## src/rtl/shifter_pkg.sv

```systemverilog
// Shared types and helpers for the pipelined barrel shifter.
package shifter_pkg;

    typedef enum logic [1:0] {
        LSL = 2'b00,
        LSR = 2'b01,
        ASR = 2'b10,
        ROR = 2'b11
    } shift_op_e;

    // Control fields travelling with each operand; data and remaining amount are sized per instance.
    typedef struct packed {
        shift_op_e op;
        logic      fill;
        logic      carry;
        logic      sat;
    } stage_ctrl_t;

    // Barrel levels owned by stage k; leftover levels go to the earliest stages.
    function automatic int unsigned levels_in_stage(input int unsigned total,
                                                    input int unsigned stages,
                                                    input int unsigned k);
        return total / stages + ((k < total % stages) ? 32'd1 : 32'd0);
    endfunction

    function automatic int unsigned first_level(input int unsigned total,
                                                input int unsigned stages,
                                                input int unsigned k);
        int unsigned base;
        int unsigned extra;
        base  = total / stages;
        extra = total % stages;
        return k * base + ((k < extra) ? k : extra);
    endfunction

endpackage

```

## src/rtl/pipelined_shifter_stage.sv

```systemverilog
// One registered slice of the shifter: applies its barrel levels and owns its valid/advance.
module shifter_stage
    import shifter_pkg::*;
#(
    parameter int unsigned DATA_WIDTH  = 32,
    parameter int unsigned AMT_WIDTH   = 5,
    parameter int unsigned FIRST_LEVEL = 0,
    parameter int unsigned NUM_LEVELS  = 1,
    parameter bit          LAST        = 1'b0
) (
    input  logic                  clk,
    input  logic                  reset,
    input  logic                  in_valid,
    input  logic [DATA_WIDTH-1:0] in_data,
    input  logic [AMT_WIDTH-1:0]  in_amount,
    input  stage_ctrl_t           in_ctrl,
    input  logic                  next_advance,
    output logic                  advance_c,
    output logic                  out_valid,
    output logic [DATA_WIDTH-1:0] out_data,
    output logic [AMT_WIDTH-1:0]  out_amount,
    output stage_ctrl_t           out_ctrl
);

    logic                  valid_q;
    logic [DATA_WIDTH-1:0] data_q;
    logic [AMT_WIDTH-1:0]  amount_q;
    stage_ctrl_t           ctrl_q;
    logic [DATA_WIDTH-1:0] shifted;

    function automatic logic [DATA_WIDTH-1:0] shift_level(input logic [DATA_WIDTH-1:0] d,
                                                          input int unsigned           s,
                                                          input shift_op_e             op,
                                                          input logic                  fill);
        case (op)
            LSL:     return d << s;
            LSR:     return d >> s;
            ASR:     return (d >> s) | (fill ? ~({DATA_WIDTH{1'b1}} >> s) : '0);
            default: return (d >> s) | (d << (DATA_WIDTH - s));
        endcase
    endfunction

    // Saturated shifts are forced to all-fill on the final register only.
    always_comb begin
        shifted = in_data;
        for (int unsigned i = 0; i < NUM_LEVELS; i++) begin
            if (in_amount[AMT_WIDTH'(FIRST_LEVEL + i)]) begin
                shifted = shift_level(shifted, 32'd1 << (FIRST_LEVEL + i), in_ctrl.op, in_ctrl.fill);
            end
        end
        if (LAST && in_ctrl.sat) begin
            shifted = {DATA_WIDTH{in_ctrl.fill}};
        end
    end

    assign advance_c = !valid_q || next_advance;

    always_ff @(posedge clk or posedge reset) begin
        if (reset) begin
            valid_q  <= 1'b0;
            data_q   <= '0;
            amount_q <= '0;
            ctrl_q   <= '0;
        end else if (advance_c) begin
            valid_q <= in_valid;
            if (in_valid) begin
                data_q   <= shifted;
                amount_q <= in_amount;
                ctrl_q   <= in_ctrl;
            end
        end
    end

    assign out_valid  = valid_q;
    assign out_data   = data_q;
    assign out_amount = amount_q;
    assign out_ctrl   = ctrl_q;

endmodule

```

## src/rtl/pipelined_shifter.sv

```systemverilog
// Elastic pipelined barrel shifter with ARM shift semantics and carry-out.
// Define SHIFTER_RRX_EN to make ROR by zero perform RRX.
module pipelined_shifter
    import shifter_pkg::*;
#(
    parameter int unsigned DATA_WIDTH  = 32,
    parameter int unsigned SHAMT_WIDTH = 8,
    parameter int unsigned STAGES      = 2
) (
    input  logic                   clk,
    input  logic                   reset,
    input  logic                   in_valid,
    output logic                   in_ready,
    input  logic [DATA_WIDTH-1:0]  in_data,
    input  logic [SHAMT_WIDTH-1:0] in_amount,
    input  logic [1:0]             in_op,
    input  logic                   in_carry,
    output logic                   out_valid,
    input  logic                   out_ready,
    output logic [DATA_WIDTH-1:0]  out_data,
    output logic                   out_carry
);

    localparam int unsigned AMT_WIDTH = $clog2(DATA_WIDTH);

    logic [DATA_WIDTH-1:0] pre_data;
    stage_ctrl_t           pre_ctrl;
    logic [AMT_WIDTH-1:0]  amt_lo;
    logic [AMT_WIDTH-1:0]  neg_idx;
    logic [AMT_WIDTH-1:0]  dec_idx;
    logic                  amt_zero;
    logic                  amt_over;
    logic                  amt_ge;

    // Pre-decode: carry and saturation are resolved here from the full amount.
    always_comb begin
        amt_lo         = in_amount[AMT_WIDTH-1:0];
        neg_idx        = AMT_WIDTH'(0) - amt_lo;
        dec_idx        = amt_lo - AMT_WIDTH'(1);
        amt_zero       = (in_amount == '0);
        amt_over       = (in_amount > SHAMT_WIDTH'(DATA_WIDTH));
        amt_ge         = (in_amount >= SHAMT_WIDTH'(DATA_WIDTH));
        pre_data       = in_data;
        pre_ctrl.op    = shift_op_e'(in_op);
        pre_ctrl.fill  = 1'b0;
        pre_ctrl.sat   = 1'b0;
        pre_ctrl.carry = in_carry;
        case (pre_ctrl.op)
            LSL: begin
                pre_ctrl.sat = amt_ge;
                if (!amt_zero) pre_ctrl.carry = amt_over ? 1'b0 : in_data[neg_idx];
            end
            LSR: begin
                pre_ctrl.sat = amt_ge;
                if (!amt_zero) pre_ctrl.carry = amt_over ? 1'b0 : in_data[dec_idx];
            end
            ASR: begin
                pre_ctrl.fill = in_data[DATA_WIDTH-1];
                pre_ctrl.sat  = amt_ge;
                if (!amt_zero) pre_ctrl.carry = amt_over ? in_data[DATA_WIDTH-1] : in_data[dec_idx];
            end
            default: begin
                // Index (n-1) mod W also covers the n mod W == 0 case (bit W-1).
                if (!amt_zero) begin
                    pre_ctrl.carry = in_data[dec_idx];
                end else begin
`ifdef SHIFTER_RRX_EN
                    pre_data       = {in_carry, in_data[DATA_WIDTH-1:1]};
                    pre_ctrl.carry = in_data[0];
`else
                    pre_data       = in_data;
`endif
                end
            end
        endcase
    end

    logic [DATA_WIDTH-1:0] st_data  [STAGES+1];
    logic [AMT_WIDTH-1:0]  st_amt   [STAGES+1];
    stage_ctrl_t           st_ctrl  [STAGES+1];
    logic                  st_valid [STAGES+1];

    assign st_data[0]  = pre_data;
    assign st_amt[0]   = amt_lo;
    assign st_ctrl[0]  = pre_ctrl;
    assign st_valid[0] = in_valid;

    for (genvar k = 0; k < STAGES; k++) begin : g_stage
        logic adv_c;
        logic nxt_adv;

        if (k == STAGES - 1) begin : g_tail
            assign nxt_adv = out_ready;
        end else begin : g_link
            assign nxt_adv = g_stage[k+1].adv_c;
        end

        shifter_stage #(
            .DATA_WIDTH (DATA_WIDTH),
            .AMT_WIDTH  (AMT_WIDTH),
            .FIRST_LEVEL(first_level(AMT_WIDTH, STAGES, k)),
            .NUM_LEVELS (levels_in_stage(AMT_WIDTH, STAGES, k)),
            .LAST       (k == STAGES - 1)
        ) u_stage (
            .clk         (clk),
            .reset       (reset),
            .in_valid    (st_valid[k]),
            .in_data     (st_data[k]),
            .in_amount   (st_amt[k]),
            .in_ctrl     (st_ctrl[k]),
            .next_advance(nxt_adv),
            .advance_c   (adv_c),
            .out_valid   (st_valid[k+1]),
            .out_data    (st_data[k+1]),
            .out_amount  (st_amt[k+1]),
            .out_ctrl    (st_ctrl[k+1])
        );
    end

    assign in_ready  = g_stage[0].adv_c;
    assign out_valid = st_valid[STAGES];
    assign out_data  = st_data[STAGES];
    assign out_carry = st_ctrl[STAGES].carry;

    logic unused_tail;
    assign unused_tail = ^{st_amt[STAGES], st_ctrl[STAGES].op, st_ctrl[STAGES].fill, st_ctrl[STAGES].sat};

endmodule
```

## config.mk

```make
export PLATFORM = sky130hd
export DESIGN_NAME = pipelined_shifter
export DESIGN_NICKNAME = d
export VERILOG_FILES = /design/src/rtl/shifter_pkg.sv /design/src/rtl/pipelined_shifter_stage.sv /design/src/rtl/pipelined_shifter.sv
export SDC_FILE = /design/constraint.sdc
export NUM_CORES = 1
export LEC_CHECK = 0
export ABC_AREA = 1
export CAP_MARGIN = 10
export CELL_PAD_IN_SITES_DETAIL_PLACEMENT = 0
export CELL_PAD_IN_SITES_GLOBAL_PLACEMENT = 1
export CORE_MARGIN = 5
export CORE_UTILIZATION = 43
export DETAILED_ROUTE_END_ITERATION = 16
export HOLD_SLACK_MARGIN = 0.06
export PLACE_DENSITY = 0.85
export REMOVE_ABC_BUFFERS = 1
export SYNTH_ARGS = -nofsm -noshare
export SYNTH_HDL_FRONTEND = slang
export SYNTH_SLANG_ARGS = --single-unit
```

## constraint.sdc

```tcl
create_clock -name clk -period 4.7 [get_ports clk]
set_input_delay 0.94 -clock clk [delete_from_list [all_inputs] [get_ports clk]]
set_output_delay 0.94 -clock clk [all_outputs]
set_load 0.005 [all_outputs]
```

==> results_dict.tcl, run 1 <==
set metrics [dict create \
    max_incr_delay_on_cp_ns 0.70 \
    yosysUniqueCellTypes 44 \
    avgViaCountPerCell 5.50 \
    layout-drive-gt1-share 0.0782 \
    timing.setup.tns_ns 0 \
    seq_total_area_yosys 0.277 \
    cts_resized 0 \
    post-route-drc-count 0 \
    gr-usage-all-layers 0.239 \
    critPathRequiredTime_ns 4.96 \
    fraction_of_the_cycle_the_final_worst_path_needs 0.748 \
    tritoncts_clock_tree "yes" \
    min_path_cells 2 \
    synth_async_sr_flop_share 1.00 \
    cp_data_arrival_time_ns 3.77 \
    globalRouteMet3Util 0.0279 \
    post_layout_nonfiller_instances 1336 \
    htreeDepth 3 \
    muxShareOfSynthArea 0 \
    p_per_area_nw_per_um2 360 \
    total_power_mw 2.80 \
    synth_top_area_frac 0.277 \
    place_hpwl_mm 16.6 \
    clkSlewWorstSetupHoldPaths_ns 0.06 \
    timing.reg2reg.setup_slack_ns 2.59 \
    worstReg2RegStart "g_stage[0].u_stage.out_amount[3]" \
    grt_util_met1 0.323 \
    routed_wirelength_mm 21.4 \
    die_area_sq_um 18200 \
    tritoncts_num_sinks 74 \
    worstPathMaxFanout 32 \
    placed_cells 1320 \
    regArea_sq_um 1850 \
    fin_nets 1168 \
    fin_worst_skew_ns 0.00858 \
    synthesized_area_fraction_occupied_by_adder_cells 0.00187 \
    fmax_mhz 285 \
    synth-simple-area-share 0.366 \
    clockBufferDepth 2 \
    initial_utilization 0.439 \
    chipHeight_um 135 \
    post_synth_inst_count 1084 \
    post_synth_most_frequent_cells "nand2_1, nand3_1, inv_1" \
    synth.area.top_cells "dfrtp_1, nand2_1, nand3_1" \
    clock_period_minus_final_worst_setup_slack_ns 3.51 \
    grt_pass1_vias 6958 \
    cp_cell_sequence "clkdlybuf4s50_1 -> inv_2 -> ha_1 -> clkinv_1 -> nand3_1 -> nand3_1 -> nand2_1 -> nand2_1 -> nand2_1 -> nand2_1 -> nand2_1 -> nand2_1 -> nand2_1 -> nand2_1 -> a21oi_1" \
    mappedNetlistArea_sq_um 6700 \
    setup_viol_count_final 0 \
    critical-path-slowest-cell "clkdlybuf4s50_1" \
    gp_routability_congestion 0.935 \
    pre_cts_ws_ns 0.869 \
    fill_cells 1621 \
    post_synth_xor_area_fraction 0.00131 \
    cts_inserted_buffers 9 \
    library_cell_with_the_largest_summed_area_after_synthesis "dfrtp_1" \
    min_path_type "reg -> reg" \
    hp-start "g_stage[1].u_stage.out_ctrl[1]" \
    port_buffers 81 \
    dr.first_iter.drc_count 607 \
    worstPathBufferInverterCount 3 \
    cts_hold_buf 0 \
    first_pass_iters 5 \
    max_slew.worst_pin.slew_ns 1.00 \
    drt-wirelength-per-cell_um 16.0 \
    cp-start-kind "input port" \
    floorplan.rows 45 \
    number_of_synthesized_flops_with_an_enable_pin 0 \
    grt_setup_unrepaired "no" \
    final_max_slew_viol_count 0 \
    dr_total_vias 7352 \
    global_route.usage.met2 0.392 \
    antenna_found_initial 0 \
    multi_input_area_sq_um 4030 \
    globalRouteOverflowTotal 0 \
    cts_root_buf "clkbuf_16" \
    combinational_family_with_the_most_area_after_synthesis "simple AND/OR/NAND/NOR gates" \
    ys.warnings.count 0 \
    design.portCount 82 \
    global_route_wire_length_before_repair_mm 35.7 \
    synthMostInstantiatedCell "nand2_1" \
    die_width_um 135 \
    fin_area_sq_um 7780 \
    peakVddDrop_uv 169 \
    count_of_maximum_capacitance_violations 0 \
    final_antenna_net_count 0 \
    gr-max-usage-layer "met2" \
    whs_ns 0.500 \
    clock_latency_ns 0.33 \
    end_kind "flop" \
    floorplan.core_area_sq_um 15300 \
    path_delay_family "buffers and inverters" \
    grt_start_max_net_pins 49 \
    placement.cell_area_sq_um 7470 \
    post_cts_buffers 0 \
    area.growth.synth_to_final_pct 16.2 \
    final.setup.worst_slack_ns 1.19 \
    outcome "finished, final reports clean" \
    crit_path_frequent_cell "nand2_1" \
    max-slew-margin-rel 0.330 \
    number_of_storage_elements_in_the_synthesis_netlist 74 \
    timing_hold_violations_final 0 \
    critPathKind "in -> reg" \
    syn-mean-instance-area_sq_um 6.18 \
    timing.hold.worst_endpoint "g_stage[1].u_stage.out_ctrl[1]" \
    synth_ff_type "dfrtp_1" \
    leakage_nw 3.64 \
    diodes 0 \
    r2r_cells 8 \
    final_core_utilization 0.510 \
    synth_compound_area_frac 0.233 \
    worst_r2r_endpoint "g_stage[1].u_stage.out_data[12]" \
]
==> tightest hold or removal path: stages (launching register included) <==
cell     delay [ns]
dfrtp_1        0.35
nand2_1        0.05
nand2_1        0.06
==> power breakdown <==
group	total, mW	internal (mW)	switching, mW
clock	0.688	0.437	0.251
sequential	0.918	0.811	0.107
combinational	1.20	0.516	0.679
total	2.80	1.76	1.04
==> flip-flops by register name (all words and copies together), names as in the netlist <==
name	flops
g_stage.u_stage.out_amount	2
g_stage.u_stage.out_valid	2
g_stage.u_stage.out_data	64
g_stage.u_stage.out_ctrl	6
==> area by class of cell <==
type,instances,share of cell area
clock buffer,11,0.0325
clock inverter,5,0.00675
inverter,111,0.0539
multi-input combinational,830,0.518
sequential,74,0.238
tap,211,0.0339
timing repair buffer,94,0.117
==> worst max-delay path by stage <==
stage,cells past startpoint,start,endpoint
finish,15,in_amount[1],g_stage[0].u_stage.out_ctrl[1]
CTS,15,in_amount[1],g_stage[0].u_stage.out_ctrl[1]
detailed placement,15,in_amount[1],g_stage[0].u_stage.out_ctrl[1]
global route,15,in_amount[1],g_stage[0].u_stage.out_ctrl[1]
global placement,15,in_amount[1],g_stage[0].u_stage.out_ctrl[1]
floorplan,7,in_op[1],g_stage[0].u_stage.out_data[24]
==> logic make-up (layout without fill, tap and decap cells) <==
group	Yosys count	in the layout
and+or+nand+nor	570	570
buffers and inverters	180	221
DFF	74	74
AOI/OAI and AO/OA	258	258
xor gates and xnor gates	1	1
adders and majority gates	1	1
==> layout by cell type, fill, tap and decap left out, drive strengths merged, types with 19 or more instances in the layout <==
master	count
nand4	23
a21oi	79
nand2	306
dfrtp	74
o21ai	112
nor2	103
clkdlybuf4s50	81
nand3	130
inv	109
o22ai	19
==> layer usage <==
metal  share of wire  vias up
met1            0.45     3328
li1                -     3694
met4           0.031        0
met2            0.46      283
met5               0        -
met3           0.060       47
Power figures use the tool's default switching activity.
==> run 2, diff against run 1 <==
--- a/config.mk
+++ b/config.mk
@@ -10,10 +10,10 @@
 export CELL_PAD_IN_SITES_DETAIL_PLACEMENT = 0
 export CELL_PAD_IN_SITES_GLOBAL_PLACEMENT = 1
 export CORE_MARGIN = 5
-export CORE_UTILIZATION = 43
+export CORE_UTILIZATION = 40
 export DETAILED_ROUTE_END_ITERATION = 16
 export HOLD_SLACK_MARGIN = 0.06
-export PLACE_DENSITY = 0.85
+export PLACE_DENSITY = 0.8
 export REMOVE_ABC_BUFFERS = 1
 export SYNTH_ARGS = -nofsm -noshare
 export SYNTH_HDL_FRONTEND = slang
==> constraint.sdc (replaced) <==
create_clock -name clk -period 3.5 [get_ports clk]
set_input_delay 0.7 -clock clk [delete_from_list [all_inputs] [get_ports clk]]
set_output_delay 0.7 -clock clk [all_outputs]
set_load 0.005 [all_outputs]
==> results_dict.tcl, run 2 (synthesized netlist as in run 1, its figures left out) <==
set metrics [dict create \
    cts_inserted_buffers 9 \
    number_of_flip_flops_under_the_largest_register_name 64 \
    gr-usage-all-layers 0.227 \
    internal_power_mw 2.44 \
    tritoncts_num_sinks 74 \
    gp_routability_congestion 0.927 \
    multi_input_area_sq_um 4030 \
    cp-start-kind "input port" \
    worstPathMaxFanout 17 \
    peakVddDrop_uv 238 \
    routed_wirelength_mm 22.3 \
    final_max_slew_viol_count 0 \
    tritoncts_clock_tree "yes" \
    clkSlewWorstSetupHoldPaths_ns 0.06 \
    fill_cells 1789 \
    first_pass_iters 6 \
    layout.cells.most_common "nand2_1" \
    die_area_sq_um 19400 \
    floorplan.rows 47 \
    leakage_nw 3.72 \
    port_buffers 81 \
    grt_util_met1 0.314 \
    diodes 0 \
    global_route.usage.met2 0.354 \
    timing_hold_violations_final 0 \
    grt_start_max_net_pins 53 \
    globalRouteMet3Util 0.0298 \
    cp_data_arrival_time_ns 2.93 \
    critPathKind "in -> reg" \
    place_hpwl_mm 17.2 \
    layout-drive-gt1-share 0.0896 \
    clock_period_minus_final_worst_setup_slack_ns 2.66 \
    fmax_mhz 376 \
    switchingPower_mw 1.41 \
    outcome "finished, final reports clean" \
    globalRouteOverflowTotal 0 \
    regArea_sq_um 1850 \
    timing.setup.tns_ns 0 \
    drt-wirelength-per-cell_um 16.4 \
    post_cts_buffers 0 \
    chipHeight_um 139 \
    end_kind "flop" \
    antenna_found_initial 0 \
    cts_root_buf "clkbuf_16" \
    clockBufferDepth 2 \
    post-route-drc-count 0 \
    share_comb_of_total_power 0.424 \
    total_power_mw 3.85 \
    mostFrequentLayoutCells "nand2_1, nand3_1, nor2_1, inv_1, clkdlybuf4s50_1" \
    final_antenna_net_count 0 \
    initial_utilization 0.405 \
    max_slew.worst_pin.slew_ns 0.875 \
    clock_latency_ns 0.33 \
    design.portCount 82 \
    global_route_wire_length_before_repair_mm 37.0 \
    max-slew-margin-rel 0.416 \
    fin_worst_skew_ns 0.00750 \
    gr-max-usage-layer "met2" \
    cts_resized 0 \
    area.growth.synth_to_final_pct 18.3 \
    floorplan.core_area_sq_um 16500 \
    fin_nets 1182 \
    grt_pass1_vias 6978 \
    setup_viol_count_final 0 \
    fraction_of_the_cycle_the_final_worst_path_needs 0.761 \
    min_path_type "reg -> reg" \
    switching_share 0.366 \
    clkPwrFrac 0.255 \
    p_per_area_nw_per_um2 485 \
    htreeDepth 3 \
    die_width_um 139 \
    grt_setup_unrepaired "no" \
    critPathRequiredTime_ns 3.76 \
    count_of_maximum_capacitance_violations 0 \
    cts_hold_buf 0 \
    dr_total_vias 7409 \
    avgViaCountPerCell 5.45 \
    dr.first_iter.drc_count 564 \
    pwr-share-seq 0.321 \
]
## run 2: power by group through the flow
stage / clock [mW] / combinational, mW / sequential, mW
floorplan: 0 / 0.902 / 1.25
detailed placement: 0 / 1.63 / 1.25
global route: 1.04 / 1.83 / 1.27
CTS: 1.01 / 1.63 / 1.24
finish: 0.980 / 1.63 / 1.24
global placement: 0 / 1.62 / 1.24
## run 2: final cells by class
class	instances	area share
sequential	74	0.234
timing repair buffer	108	0.130
tap	220	0.0347
inverter	111	0.0529
multi-input combinational	830	0.509
clock inverter	6	0.0101
clock buffer	10	0.0302
## run 2: critical path, cell delays in order
cell             delay [ns]
clkdlybuf4s50_1        0.49
inv_1                  0.12
nand2_2                0.28
buf_4                  0.29
o21ai_0                0.21
nand3_1                0.17
o21ai_1                0.26
o21ai_0                0.12
nand3_1                0.09
nand3_1                0.09
nand2_1                0.09
## run 2: metal layers
| layer | vias up | part of all wire | wire [um] |
|---|---|---|---|
| met5 | - | 0 | 0 |
| met4 | 0 | 0.034 | 769 |
| met3 | 44 | 0.059 | 1310 |
| met2 | 250 | 0.45 | 10000 |
| met1 | 3395 | 0.46 | 10200 |
| li1 | 3720 | - | - |
## run 2: final timing paths
check | start | end | slack, ns | depth (start not counted)
max | in_op[1] | g_stage[0].u_stage.out_data[31] | 0.84 | 11
min | g_stage[1].u_stage.out_ctrl[1] | g_stage[1].u_stage.out_ctrl[1] | 0.48 | 2
max reg2reg | g_stage[0].u_stage.out_ctrl[3] | g_stage[1].u_stage.out_data[14] | 1.46 | 10
min reg2reg | g_stage[1].u_stage.out_ctrl[1] | g_stage[1].u_stage.out_ctrl[1] | 0.48 | 2
max in group asynchronous | reset | g_stage[0].u_stage.out_data[29] | 2.32 | 3
min in group asynchronous | reset | g_stage[1].u_stage.out_data[4] | 0.80 | 3
## run 2: per-stage QoR
stage,setup slack (ns),area (sq um),std cells,utilization,hold WS (ns)
3_3_place_gp,0.527,7600,1343,0.460,0.466
3_5_place_dp,0.518,7600,1343,0.460,0.468
2_1_floorplan,0.885,6300,1015,-,0.443
6_report,0.837,7920,1359,0.479,0.480
4_1_cts,0.860,7920,1359,0.479,0.485
5_1_grt,0.580,7920,1359,0.479,0.517
